### src/rtl/brevia_pkg.sv
// Shared constants and event-word layout for the Brevia switch conditioner.
package brevia_pkg;

    localparam int unsigned STABLE_CYCLES_DEF = 32'd4000000;
    localparam int unsigned CNT_W_DEF         = 32'd22;
    localparam logic [7:0]  RST_VAL_DEF       = 8'hFF;
    localparam int unsigned FIFO_DEPTH_DEF    = 32'd4;

    // Width needed to index n items, never less than one bit.
    function automatic int unsigned idx_w(input int unsigned n);
        if (n > 32'd1) begin
            return $clog2(n);
        end else begin
            return 32'd1;
        end
    endfunction

    // The edge flag (1 = rise) sits directly above the index field.
    function automatic int unsigned evt_edge_pos(input int unsigned n);
        return idx_w(n);
    endfunction

endpackage

### src/rtl/brevia_db_bit.sv
// One switch lane: 2-FF synchroniser, stability counter, debounced level
// register and one-cycle rise/fall pulses aligned with the level change.
module brevia_db_bit
    import brevia_pkg::*;
#(
    parameter int unsigned STABLE_CYCLES = STABLE_CYCLES_DEF,
    parameter int unsigned CNT_W         = CNT_W_DEF,
    parameter logic        RST_VAL       = 1'b1
) (
    input  logic clk400,
    input  logic async_reset,
    input  logic sw_raw,
    output logic sw_db,
    output logic rise,
    output logic fall
);

    localparam logic [CNT_W-1:0] CNT_LAST_C = CNT_W'(STABLE_CYCLES - 32'd1);
    localparam logic [CNT_W-1:0] CNT_ONE_C  = CNT_W'(32'd1);

    logic             sync1_r;
    logic             sync2_r;
    logic             db_r;
    logic             rise_r;
    logic             fall_r;
    logic [CNT_W-1:0] cnt_r;

    // Bring the asynchronous pin into clk400; reset to the idle level so
    // reset release never looks like an edge.
    always_ff @(posedge clk400 or negedge async_reset) begin
        if (!async_reset) begin
            sync1_r <= RST_VAL;
            sync2_r <= RST_VAL;
        end else begin
            sync1_r <= sw_raw;
            sync2_r <= sync1_r;
        end
    end

    // Count consecutive disagreeing cycles; accept the new level once it has
    // held long enough and flag the direction for exactly that cycle.
    always_ff @(posedge clk400 or negedge async_reset) begin
        if (!async_reset) begin
            cnt_r  <= '0;
            db_r   <= RST_VAL;
            rise_r <= 1'b0;
            fall_r <= 1'b0;
        end else begin
            rise_r <= 1'b0;
            fall_r <= 1'b0;
            if (sync2_r == db_r) begin
                cnt_r <= '0;
            end else if (cnt_r == CNT_LAST_C) begin
                cnt_r  <= '0;
                db_r   <= ~db_r;
                rise_r <= ~db_r;
                fall_r <= db_r;
            end else begin
                cnt_r <= cnt_r + CNT_ONE_C;
            end
        end
    end

    assign sw_db = db_r;
    assign rise  = rise_r;
    assign fall  = fall_r;

endmodule

### src/rtl/brevia_sw_debounce.sv
// Debounces N_SW switch pins, emits edge pulses, and queues each edge as an
// {edge, index} event behind a valid/ready FIFO with a sticky drop flag.
module brevia_sw_debounce
    import brevia_pkg::*;
#(
    parameter int unsigned       N_SW          = 32'd8,
    parameter int unsigned       STABLE_CYCLES = STABLE_CYCLES_DEF,
    parameter int unsigned       CNT_W         = CNT_W_DEF,
    parameter logic [N_SW-1:0]   RST_VAL       = N_SW'(RST_VAL_DEF),
    parameter int unsigned       FIFO_DEPTH    = FIFO_DEPTH_DEF
) (
    input  logic                    clk400,
    input  logic                    async_reset,
    input  logic [N_SW-1:0]         sw_raw,
    output logic [N_SW-1:0]         sw_db,
    output logic [N_SW-1:0]         rise,
    output logic [N_SW-1:0]         fall,
    output logic                    evt_valid,
    input  logic                    evt_ready,
    output logic [idx_w(N_SW):0]    evt_data,
    output logic                    ovf,
    input  logic                    ovf_clr
);

    localparam int unsigned IDX_W  = idx_w(N_SW);
    localparam int unsigned EVT_W  = IDX_W + 32'd1;
    localparam int unsigned PTR_W  = idx_w(FIFO_DEPTH);
    localparam logic [PTR_W:0]   DEPTH_C   = (PTR_W + 32'd1)'(FIFO_DEPTH);
    localparam logic [PTR_W:0]   CNT_ONE_C = (PTR_W + 32'd1)'(32'd1);
    localparam logic [PTR_W-1:0] PTR_ONE_C = PTR_W'(32'd1);

    logic [N_SW-1:0]  pending_r;
    logic [N_SW-1:0]  pend_edge_r;
    logic [N_SW-1:0]  edge_s;
    logic [N_SW-1:0]  eff_s;
    logic [N_SW-1:0]  eff_edge_s;
    logic [N_SW-1:0]  grant_s;
    logic [IDX_W-1:0] push_idx_s;
    logic             found_s;
    logic             push_s;
    logic             pop_s;
    logic             full_s;
    logic             ovf_set_s;
    logic [EVT_W-1:0] push_data_s;

    logic [EVT_W-1:0] mem_r [FIFO_DEPTH];
    logic [PTR_W-1:0] wr_ptr_r;
    logic [PTR_W-1:0] rd_ptr_r;
    logic [PTR_W:0]   count_r;
    logic [PTR_W:0]   count_nxt_s;
    logic [PTR_W:0]   count_after_pop_s;
    logic [PTR_W-1:0] rd_nxt_s;
    logic [EVT_W-1:0] head_nxt_s;
    logic             evt_valid_r;
    logic [EVT_W-1:0] evt_data_r;
    logic             ovf_r;

    for (genvar g = 0; g < N_SW; g++) begin : g_bit
        brevia_db_bit #(
            .STABLE_CYCLES (STABLE_CYCLES),
            .CNT_W         (CNT_W),
            .RST_VAL       (RST_VAL[g])
        ) u_bit (
            .clk400        (clk400),
            .async_reset   (async_reset),
            .sw_raw        (sw_raw[g]),
            .sw_db         (sw_db[g]),
            .rise          (rise[g]),
            .fall          (fall[g])
        );
    end

    // A new edge only counts when its lane is free; an already pending edge
    // keeps its type and any colliding new edge is the one that gets dropped.
    always_comb begin
        edge_s     = rise | fall;
        eff_s      = pending_r | edge_s;
        eff_edge_s = (pending_r & pend_edge_r) | (~pending_r & rise);
        ovf_set_s  = |(edge_s & pending_r);
        full_s     = (count_r >= DEPTH_C);
    end

    // Fixed-priority arbiter: lowest pending index wins one push per cycle.
    always_comb begin
        found_s    = 1'b0;
        push_idx_s = '0;
        grant_s    = '0;
        for (int unsigned i = 0; i < N_SW; i++) begin
            if (eff_s[i] && !found_s) begin
                found_s    = 1'b1;
                push_idx_s = IDX_W'(i);
            end else begin
                found_s = found_s;
            end
        end
        push_s = found_s && !full_s;
        if (push_s) begin
            grant_s[push_idx_s] = 1'b1;
        end else begin
            grant_s = '0;
        end
        push_data_s = {eff_edge_s[push_idx_s], push_idx_s};
    end

    // Next FIFO occupancy and show-ahead head; an empty-after-pop queue takes
    // the word being pushed straight into the head register.
    always_comb begin
        pop_s             = evt_valid_r && evt_ready;
        count_after_pop_s = pop_s ? (count_r - CNT_ONE_C) : count_r;
        count_nxt_s       = push_s ? (count_after_pop_s + CNT_ONE_C) : count_after_pop_s;
        rd_nxt_s          = pop_s ? (rd_ptr_r + PTR_ONE_C) : rd_ptr_r;
        if (push_s && (count_after_pop_s == '0)) begin
            head_nxt_s = push_data_s;
        end else begin
            head_nxt_s = mem_r[rd_nxt_s];
        end
    end

    // Pending flags, their edge types and the sticky overflow flag.
    always_ff @(posedge clk400 or negedge async_reset) begin
        if (!async_reset) begin
            pending_r   <= '0;
            pend_edge_r <= '0;
            ovf_r       <= 1'b0;
        end else begin
            pending_r   <= eff_s & ~grant_s;
            pend_edge_r <= eff_edge_s;
            if (ovf_set_s) begin
                ovf_r <= 1'b1;
            end else if (ovf_clr) begin
                ovf_r <= 1'b0;
            end else begin
                ovf_r <= ovf_r;
            end
        end
    end

    // Event queue storage, pointers and registered head/valid.
    always_ff @(posedge clk400 or negedge async_reset) begin
        if (!async_reset) begin
            for (int unsigned i = 0; i < FIFO_DEPTH; i++) begin
                mem_r[i] <= '0;
            end
            wr_ptr_r    <= '0;
            rd_ptr_r    <= '0;
            count_r     <= '0;
            evt_valid_r <= 1'b0;
            evt_data_r  <= '0;
        end else begin
            if (push_s) begin
                mem_r[wr_ptr_r] <= push_data_s;
                wr_ptr_r        <= wr_ptr_r + PTR_ONE_C;
            end
            rd_ptr_r    <= rd_nxt_s;
            count_r     <= count_nxt_s;
            evt_valid_r <= (count_nxt_s != '0);
            evt_data_r  <= head_nxt_s;
        end
    end

    assign evt_valid = evt_valid_r;
    assign evt_data  = evt_data_r;
    assign ovf       = ovf_r;

endmodule

### config.mk
export PLATFORM = sky130hd
export DESIGN_NAME = brevia_sw_debounce
export DESIGN_NICKNAME = d
export VERILOG_FILES = /design/src/rtl/brevia_pkg.sv /design/src/rtl/brevia_db_bit.sv /design/src/rtl/brevia_sw_debounce.sv
export SDC_FILE = /design/constraint.sdc
export NUM_CORES = 1
export LEC_CHECK = 0
export ABC_AREA = 1
export ABC_CLOCK_PERIOD_IN_PS = 4600
export CAP_MARGIN = 20
export CORE_AREA = 2 2 149 151
export DETAILED_ROUTE_END_ITERATION = 8
export DIE_AREA = 0 0 151 153
export GPL_ROUTABILITY_DRIVEN = 1
export PLACE_DENSITY = 0.86
export SYNTH_ARGS = -nofsm -noshare
export SYNTH_HDL_FRONTEND = slang
export SYNTH_HIERARCHICAL = 1
export SYNTH_SLANG_ARGS = --single-unit
export TNS_END_PERCENT = 50
### constraint.sdc
create_clock -name clk400 -period 4.6 [get_ports clk400]
set_input_delay 0.46 -clock clk400 [delete_from_list [all_inputs] [get_ports clk400]]
set_output_delay 0.46 -clock clk400 [all_outputs]
set_load 0.1 [all_outputs]
==> results list, run 1 <==
- Initial DRC count: 779
- At the worst endpoint, the required time is 4.14 ns.
* Antenna Cells: 0
- Class of the most critical hold timing path: input port to flop
- Initial standard-cell utilization of the core: 0.658
- Clk pin slew, worst setup/hold paths: approximately 0.06 ns
- Number of detailed-routing iterations run before antenna repair: 5
- Detailed routing placed a total of 15400 microns of wire on met2.
- Worst setup timing slack at the placement stage: approximately 2.4 ns
- Of the total synthesized cell area, the portion taken by full adders, half adders and majority gates is 0.0133.
* Met3 wire length: around 1300 microns
* Worst hold slack: ~0.32 ns
- Of the total synthesized cell area, the portion taken by XOR and XNOR cells is 0.0626.
* Final global-route overflow total: 0
- Height of the die: 153 microns
- Setup repair after global routing missed its margin: false
* TritonCTS clock tree: yes
- Highest fanout seen on the critical path: 5
- Most common cell after layout, fill and taps aside: sky130_fd_sc_hd__nor2_1
- Launching element type of the critical path: flop
- Highest routed metal layer: met4
* Kind of cell adding the most delay to the critical path: buffers and inverters
- Final ANT Viol Nets: 0
* Total nets after synthesis: around 1800
- CTS sink count: approximately 260
- The clock passes through at most 3 buffers.
- Count of buffer and inverter cells on the critical path: 1
- The area growth from synthesis to layout is 12.8%.
- In the global route stage, overall resource usage came out at 0.272.
- Seq/Total Area, Yosys: 0.464
* Final critical-path setup slack: between 1.5 and 2 ns
- Post-detail-place hpwl: 21400 microns
- Across all layers, the routed design uses 11400 vias.
* Average size of a mapped cell: 8.10 sq um
* First-pass GRT wire length: 52100 microns
- The count of buffers added on input and output ports is around 40.
* Reg-to-reg slack, setup: ~2.4 ns
- Of the available clock period, the critical path in the final layout requires 0.592.
* Outcome: completed
* Final setup violating endpoints: 0
* Final Util: 0.742
* Final TNS setup: 0 ns
- The number of pins exceeding their max-slew limit in the final report came to 0.
* Static leakage: about 0.0073 uW
- After synthesis, the largest family of logic cells by area is simple AND/OR/NAND/NOR gates.
* Count of fill cells added during filler insertion: around 1600
* Slowest cell on the critical path: sky130_fd_sc_hd__clkdlybuf4s50_1
- Worst-path cell chain: clkdlybuf4s50_1
- Yosys warns: 6
- Peak supply drop: between 0.0002 and 0.0003 V
- Clock tree root buffer cell: sky130_fd_sc_hd__clkbuf_16
- Time the final worst path needs with I/O delays and setup: 2.72 ns
- Number of placed I/O pins: 42
- Of the total synthesized cell area, the portion taken by AND, OR, NAND and NOR gates is 0.366.
* Mapped cell area: 14100 sq um
- Leading cell types in the layout, fill and taps excluded: 390 x sky130_fd_sc_hd__nor2_1, 354 x sky130_fd_sc_hd__nand2_1, 237 x sky130_fd_sc_hd__dfrtp_1, 180 x sky130_fd_sc_hd__inv_1, 99 x sky130_fd_sc_hd__nand3_1
- In this run, CTS created clock tree buffers numbering 28.
* Pin count of the biggest net entering global routing: 120
- The post-synthesis compound-gate area fraction was 0.0378.
- For this block, wires on met1 add up to 12600 microns.
- Number of violations of the max-capacitance limit: 0
- The die is 151 microns wide.
- Dividing total power by cell area gives a power density of roughly 340 nW/um^2.
* Critical path capture point type: primary output
- The total area inside the core boundary comes to between 20000 and 25000 sq um.
- The synthesized design contains around 260 register bits.
- Count of standard-cell rows: between 50 and 60
* Vias/cell: 5.38
- The worst setup path is of the flop to primary output kind.
- The cell count after synthesis came out at ~1700.
- Total wirelength of the detailed-routed design: 30100 microns
- Area of the die: 23100 sq um
- For the pin with the worst max-slew slack, the measured transition is roughly 1.1 ns.
* Maximum clock frequency: about 370 MHz
* Routability congestion estimate: 0.909
- Share of final-layout standard cells stronger than drive strength 1: 0.139
- Max H-tree Level: 1
- Number of distinct library cells after synthesis: 42
- Number of antenna violations at the first check in global routing: 0
- Hold violation count in the final report: 0
- Max-Slew Margin vs Limit: 0.295
- In the final routed layout, each cell accounts on average for 14.2 microns.
- Crit path DAT: ~2.3 ns
- DRC violation count after routing: 0
- For the final database, setup skew stands at ~0.0098 ns.
- At the later pin of the worst-skew pair, clock insertion delay measures about 0.54 ns.
- The largest single stage delay on the critical path is between 1 and 1.5 ns.
- The final layout contains 1844 nets.
* Via count of the first global-routing pass: around 11000
- The portion of synthesized area spent on multiplexers is 0.000797.
-- synth_stat cells (all sizes together) --
cell type | n | area (sq um)
nor2 | 478 | 2250
nand3b | 8 | 60.1
nand2 | 403 | 1730
o21ai | 53 | 273
nor4 | 1 | 6.26
xor2 | 60 | 526
o2111ai | 1 | 8.76
dfrtp | 237 | 5930
buf | 1 | 11.3
o31ai | 2 | 15.0
a31oi | 1 | 6.26
o21bai | 5 | 37.5
o211ai | 1 | 7.51
nor3 | 20 | 116
inv | 192 | 721
xnor2 | 41 | 359
clkinv | 9 | 43.8
a21boi | 1 | 7.51
nand4 | 33 | 221
ha | 15 | 188
o22ai | 4 | 25.0
a21oi | 30 | 154
mux2 | 1 | 11.3
nor3b | 8 | 60.1
dfstp | 24 | 631
or2 | 3 | 18.8
nand3 | 112 | 708
-- timing repair --
action,CTS,global route
buffers inserted,0,0
gates resized for setup,0,0
hold buffers,1,0
endpoints found under the hold margin,87,0
-- kinds of logic after synthesis --
kind of cell | Yosys count
adders and majority gates | 15
buffers and inverters | 202
muxes | 1
and+or+nand+nor | 1066
xor gates and xnor gates | 101
AOI/OAI and AO/OA | 98
DFF | 261
-- cell type report --
class,instances,area [sq um],area share
clock buffers,36,792,0.0497
clock inverters,16,220,0.0138
inverters,201,764,0.0480
multi-input cells,1281,6790,0.426
flip-flops and latches,261,6560,0.412
well taps,280,350,0.0220
repair buffers,44,453,0.0284
-- power by group --
group	total [uW]	switching (uW)	internal, uW	leakage [uW]
registers	2410	38.5	2370	0.00352
logic	539	385	154	0.00324
clock network	2420	927	1500	0.000492
-- final timing paths --
check                                                  from                            endpoint  cells after the start
hold / removal                                    sw_raw[2]    g_bit[2].u_bit/sync1_r$_DFF_PN1_                      1
min in group asynchronous                       async_reset   g_bit[4].u_bit/cnt_r[7]$_DFF_PN0_                      2
setup / recovery           g_bit[1].u_bit/sw_db$_DFFE_PN1P_                            sw_db[1]                      1
hold reg to reg            g_bit[7].u_bit/sync1_r$_DFF_PN1_    g_bit[7].u_bit/sync2_r$_DFF_PN1_                      0
setup reg to reg              g_bit[4].u_bit/rise$_DFF_PN0_               mem_r[11]$_DFFE_PN0P_                     11
max in group asynchronous                       async_reset  g_bit[6].u_bit/cnt_r[16]$_DFF_PN0_                      3
-- sequential cells by signal, summed over array words and instances (netlist names), 3 cells and up --
| register | count |
|---|---|
| g_bit.u_bit/sync1_r | 8 |
| mem_r | 16 |
| g_bit.u_bit/cnt_r | 176 |
| evt_data | 4 |
| g_bit.u_bit/sync2_r | 8 |
| pend_edge_r | 8 |
| pending_r | 8 |
| g_bit.u_bit/rise | 8 |
| count_r | 3 |
| g_bit.u_bit/fall | 8 |
| g_bit.u_bit/sw_db | 8 |
-- per-stage QoR --
| stage | instances | total power (uW) | cell area (sq um) |
|---|---|---|---|
| 2_1_floorplan | 1744 | 2820 | 14100 |
| 3_3_place_gp | 2066 | 2950 | 14900 |
| 3_5_place_dp | 2066 | 2980 | 14900 |
| 4_1_cts | 2119 | 5410 | 15900 |
| 5_1_grt | 2119 | 5560 | 15900 |
| 6_report | 2119 | 5370 | 15900 |
-- metal layers --
layer  vias to the layer above  track usage
li1                       5606            -
met1                      5463        0.353
met2                       266        0.479
met3                        56       0.0334
met4                         0       0.0797
met5                         -            0
Note: power is estimated with default switching activity, not from simulation.
==> run 2, diff against run 1 <==
--- a/config.mk
+++ b/config.mk
@@ -6,13 +6,13 @@
 export NUM_CORES = 1
 export LEC_CHECK = 0
 export ABC_AREA = 1
-export ABC_CLOCK_PERIOD_IN_PS = 4600
+export ABC_CLOCK_PERIOD_IN_PS = 2600
 export CAP_MARGIN = 20
-export CORE_AREA = 2 2 149 151
+export CORE_AREA = 2 2 154 156
 export DETAILED_ROUTE_END_ITERATION = 8
-export DIE_AREA = 0 0 151 153
+export DIE_AREA = 0 0 156 158
 export GPL_ROUTABILITY_DRIVEN = 1
-export PLACE_DENSITY = 0.86
+export PLACE_DENSITY = 0.82
 export SYNTH_ARGS = -nofsm -noshare
 export SYNTH_HDL_FRONTEND = slang
 export SYNTH_HIERARCHICAL = 1
==> constraint.sdc (replaced) <==
create_clock -name clk400 -period 2.6 [get_ports clk400]
set_input_delay 0.26 -clock clk400 [delete_from_list [all_inputs] [get_ports clk400]]
set_output_delay 0.26 -clock clk400 [all_outputs]
set_load 0.1 [all_outputs]
==> results list, run 2 (same netlist as run 1, synthesis figures left out) <==
- The flow ran to the end, and the final reports show no timing, DRC or antenna violations.
- The cell family contributing the most delay on the critical path is simple AND/OR/NAND/NOR gates.
- Transition time at the pin with the least slew margin: a little over 0.5 ns
- Largest registers: g_bit.u_bit/cnt_r (176), mem_r (16)
* DRC violation count after routing: 0
- Max-Slew Margin vs Limit: 0.657
- The repair_antennas step left the layout with diodes totalling 0.
- Total power for the finished layout comes to roughly 9500 uW.
- Worst skew pair latency: approximately 0.55 ns
* Post-route fraction of the period consumed by the critical path: 0.817
* Via count of the first global-routing pass: about 11000
- Across every metal layer, demand over resource in global routing totals 0.247.
* Clock tree root buffer cell: sky130_fd_sc_hd__clkbuf_16
* First-pass GRT wire length: 50300 microns
* Final setup violating endpoints: 0
- Count of buffer and inverter cells on the critical path: 1
- Final standard cell area without fillers: 15900 sq um
* Initial standard-cell utilization of the core: 0.613
- Pin count of the biggest net entering global routing: 69
- Total count of max-transition violations in the final report: 0
- Along the worst path, the maximum fanout reaches 11.
* Count of standard-cell rows: 56
- The tightest min-delay check is of the input port to flop type.
- Setup repair after global routing left no endpoint under its margin.
- Number of instances resized during post-cts repair: 0
* Share of final-layout standard cells stronger than drive strength 1: 0.157
- Hold violation count in the final report: 0
- Number of placed I/O pins: between 40 and 50
- Vias/cell: around 5.3
- Skew final: 0.0134 ns
- For this block, the initial DRC count from the detailed router was between 600 and 700.
- The total overflow left after global routing is 0.
- CTS built an H-tree with a depth of 1.
- Core area: between 20000 and 25000 sq um
- For the worst setup path, the data required time is about 3.0 ns.
- At the placement stage, the worst setup path has a slack of around 0.57 ns.
- Final ANT Viol Nets: 0
- After clock tree synthesis, the clock-pin slew on the worst setup and hold paths is approximately 0.060 ns.
- STA classifies the critical path startpoint as a flop.
- Final-stage net count: 1848
* Number of detailed-routing iterations run before antenna repair: 5
- Static leakage: 0.00734 uW
- Height of the die: 158 microns
- Number of antenna violations at the first check in global routing: 0
* TritonCTS clock tree: yes
- The largest individual stage delay along the critical path comes from the cell sky130_fd_sc_hd__dfrtp_1.
* Time the final worst path needs with I/O delays and setup: 2.12 ns
- Routability-driven placement finished with a final weighted congestion of ~0.92.
- Walking the worst path, the cells encountered are nor2_2, nand2_2, nor2_8, nand3_4, nor2_4, nand3_2, nand2_2, inv_2, nand2_2, o21bai_1, nand2_1.
* Logic depth of the worst setup path including buffers: 11
- Critical path capture point type: flop
- Horizontal die dimension: 156 microns
* Flip-flop count of the largest register after layout: 176
* Delay of the slowest critical-path stage: around 0.40 ns
- The clock passes through at most 3 buffers.
- Across the run, the number of max-cap violations was 0.
- Wire per inst: 14.0 microns
- Growth of design area from synthesis to finish: 12.7%
* Path type of the worst setup path: flop to flop
* Leading cell types in the layout, fill and taps excluded: 390 x sky130_fd_sc_hd__nor2_1, 354 x sky130_fd_sc_hd__nand2_1, 237 x sky130_fd_sc_hd__dfrtp_1, 180 x sky130_fd_sc_hd__inv_1, 99 x sky130_fd_sc_hd__nand3_1
* Total wirelength of the detailed-routed design: just under 30000 microns
- Counting the buffers created by CTS gives 29.
- Final critical-path setup slack: ~0.48 ns
- Instance area after placement: between 10000 and 15000 sq um
* Final TNS setup: 0 ns
- Counting stages on the worst path, the most repeated cell is sky130_fd_sc_hd__nand2_2.
* CTS sink count: around 260
* Crit path DAT: roughly 2.6 ns
* Top reg by flops: g_bit.u_bit/cnt_r
- Maximum clock frequency: around 470 MHz
- Count of fill cells added during filler insertion: 1800
* Port buffer count: between 40 and 50
- Area of the die: roughly 25000 sq um
- Number of cells traversed by the worst hold path: 1
- The number of cells on the worst reg-to-reg path is 11.
- Leaving out fill and tap cells, the most frequent cell in the layout is sky130_fd_sc_hd__nor2_1.
- Peak supply drop: 0.000553 V
- The HPWL after detailed placement is between 20000 and 25000 microns.
* Via count of the routed design: 11300
* Total power density per cell area: 594 nW/um^2
-- run 2: cell count changes in the layout (fill, tap and decap cells not counted) --
cell / delta
sky130_fd_sc_hd__clkbuf_1: +1
sky130_fd_sc_hd__buf_4: +31
sky130_fd_sc_hd__clkinv_4: +3
sky130_fd_sc_hd__buf_12: +2
sky130_fd_sc_hd__clkbuf_8: -1
sky130_fd_sc_hd__bufinv_16: -1
sky130_fd_sc_hd__inv_8: +1
sky130_fd_sc_hd__clkdlybuf4s50_1: -30
sky130_fd_sc_hd__inv_6: +2
sky130_fd_sc_hd__clkinv_2: -3
-- run 2: area by class of cell --
class	count	area, sq um	area share
Multi-Input combinational cell	1281	6790	0.427
Sequential cell	261	6560	0.412
Clock buffer	36	782	0.0491
Inverter	201	764	0.0480
Timing Repair Buffer	47	425	0.0267
Tap cell	290	363	0.0228
Clock inverter	18	230	0.0145
-- run 2: path summary, 6_finish.rpt --
kind                                                  start                           endpoint  slack, ns
setup / recovery              g_bit[1].u_bit/fall$_DFF_PN0_              mem_r[11]$_DFFE_PN0P_       0.48
hold / removal                                    sw_raw[1]   g_bit[1].u_bit/sync1_r$_DFF_PN1_       0.11
setup reg to reg              g_bit[1].u_bit/fall$_DFF_PN0_              mem_r[11]$_DFFE_PN0P_       0.48
hold reg to reg            g_bit[3].u_bit/sync1_r$_DFF_PN1_   g_bit[3].u_bit/sync2_r$_DFF_PN1_       0.35
max in group asynchronous                       async_reset   g_bit[0].u_bit/sync2_r$_DFF_PN1_       1.60
min in group asynchronous                       async_reset  g_bit[4].u_bit/cnt_r[2]$_DFF_PN0_       0.24
-- run 2: what timing repair did --
action                    in CTS  in global routing
setup buffers                  0                  0
hold endpoints to repair      51                  0
hold buffers                   1                  0
-- run 2: power by group --
group	switching [uW]	internal [uW]	leakage, uW
registers	69.6	4190	0.00352
clock network	1710	2560	0.000488
logic	667	268	0.00332
-- run 2: worst register-to-register path, stage by stage, from the launching register on --
cell and delay, ns:
sky130_fd_sc_hd__dfrtp_1 0.40, sky130_fd_sc_hd__nor2_2 0.18, sky130_fd_sc_hd__nand2_2 0.13, sky130_fd_sc_hd__nor2_8 0.15, sky130_fd_sc_hd__nand3_4 0.09, sky130_fd_sc_hd__nor2_4 0.13
sky130_fd_sc_hd__nand3_2 0.11, sky130_fd_sc_hd__nand2_2 0.27, sky130_fd_sc_hd__inv_2 0.18, sky130_fd_sc_hd__nand2_2 0.17, sky130_fd_sc_hd__o21bai_1 0.14, sky130_fd_sc_hd__nand2_1 0.06
-- run 2: per-layer routing --
| layer | track usage | routed length [microns] | part of all wire |
|---|---|---|---|
| met5 | 0 | 0 | 0 |
| met1 | 0.311 | 12900 | 0.43 |
| met2 | 0.441 | 14800 | 0.50 |
| met4 | 0.0856 | 974 | 0.033 |
| met3 | 0.0323 | 1170 | 0.039 |
-- run 2: per-stage QoR --
stage,cells,util,hold WS [ns]
final,2134,0.691,0.112
after global routing,2134,0.691,0.111
after CTS,2134,0.691,0.0971
after detailed placement,2079,0.646,0.226
after global placement,2079,0.646,0.226
after floorplan,1744,-,-0.0356
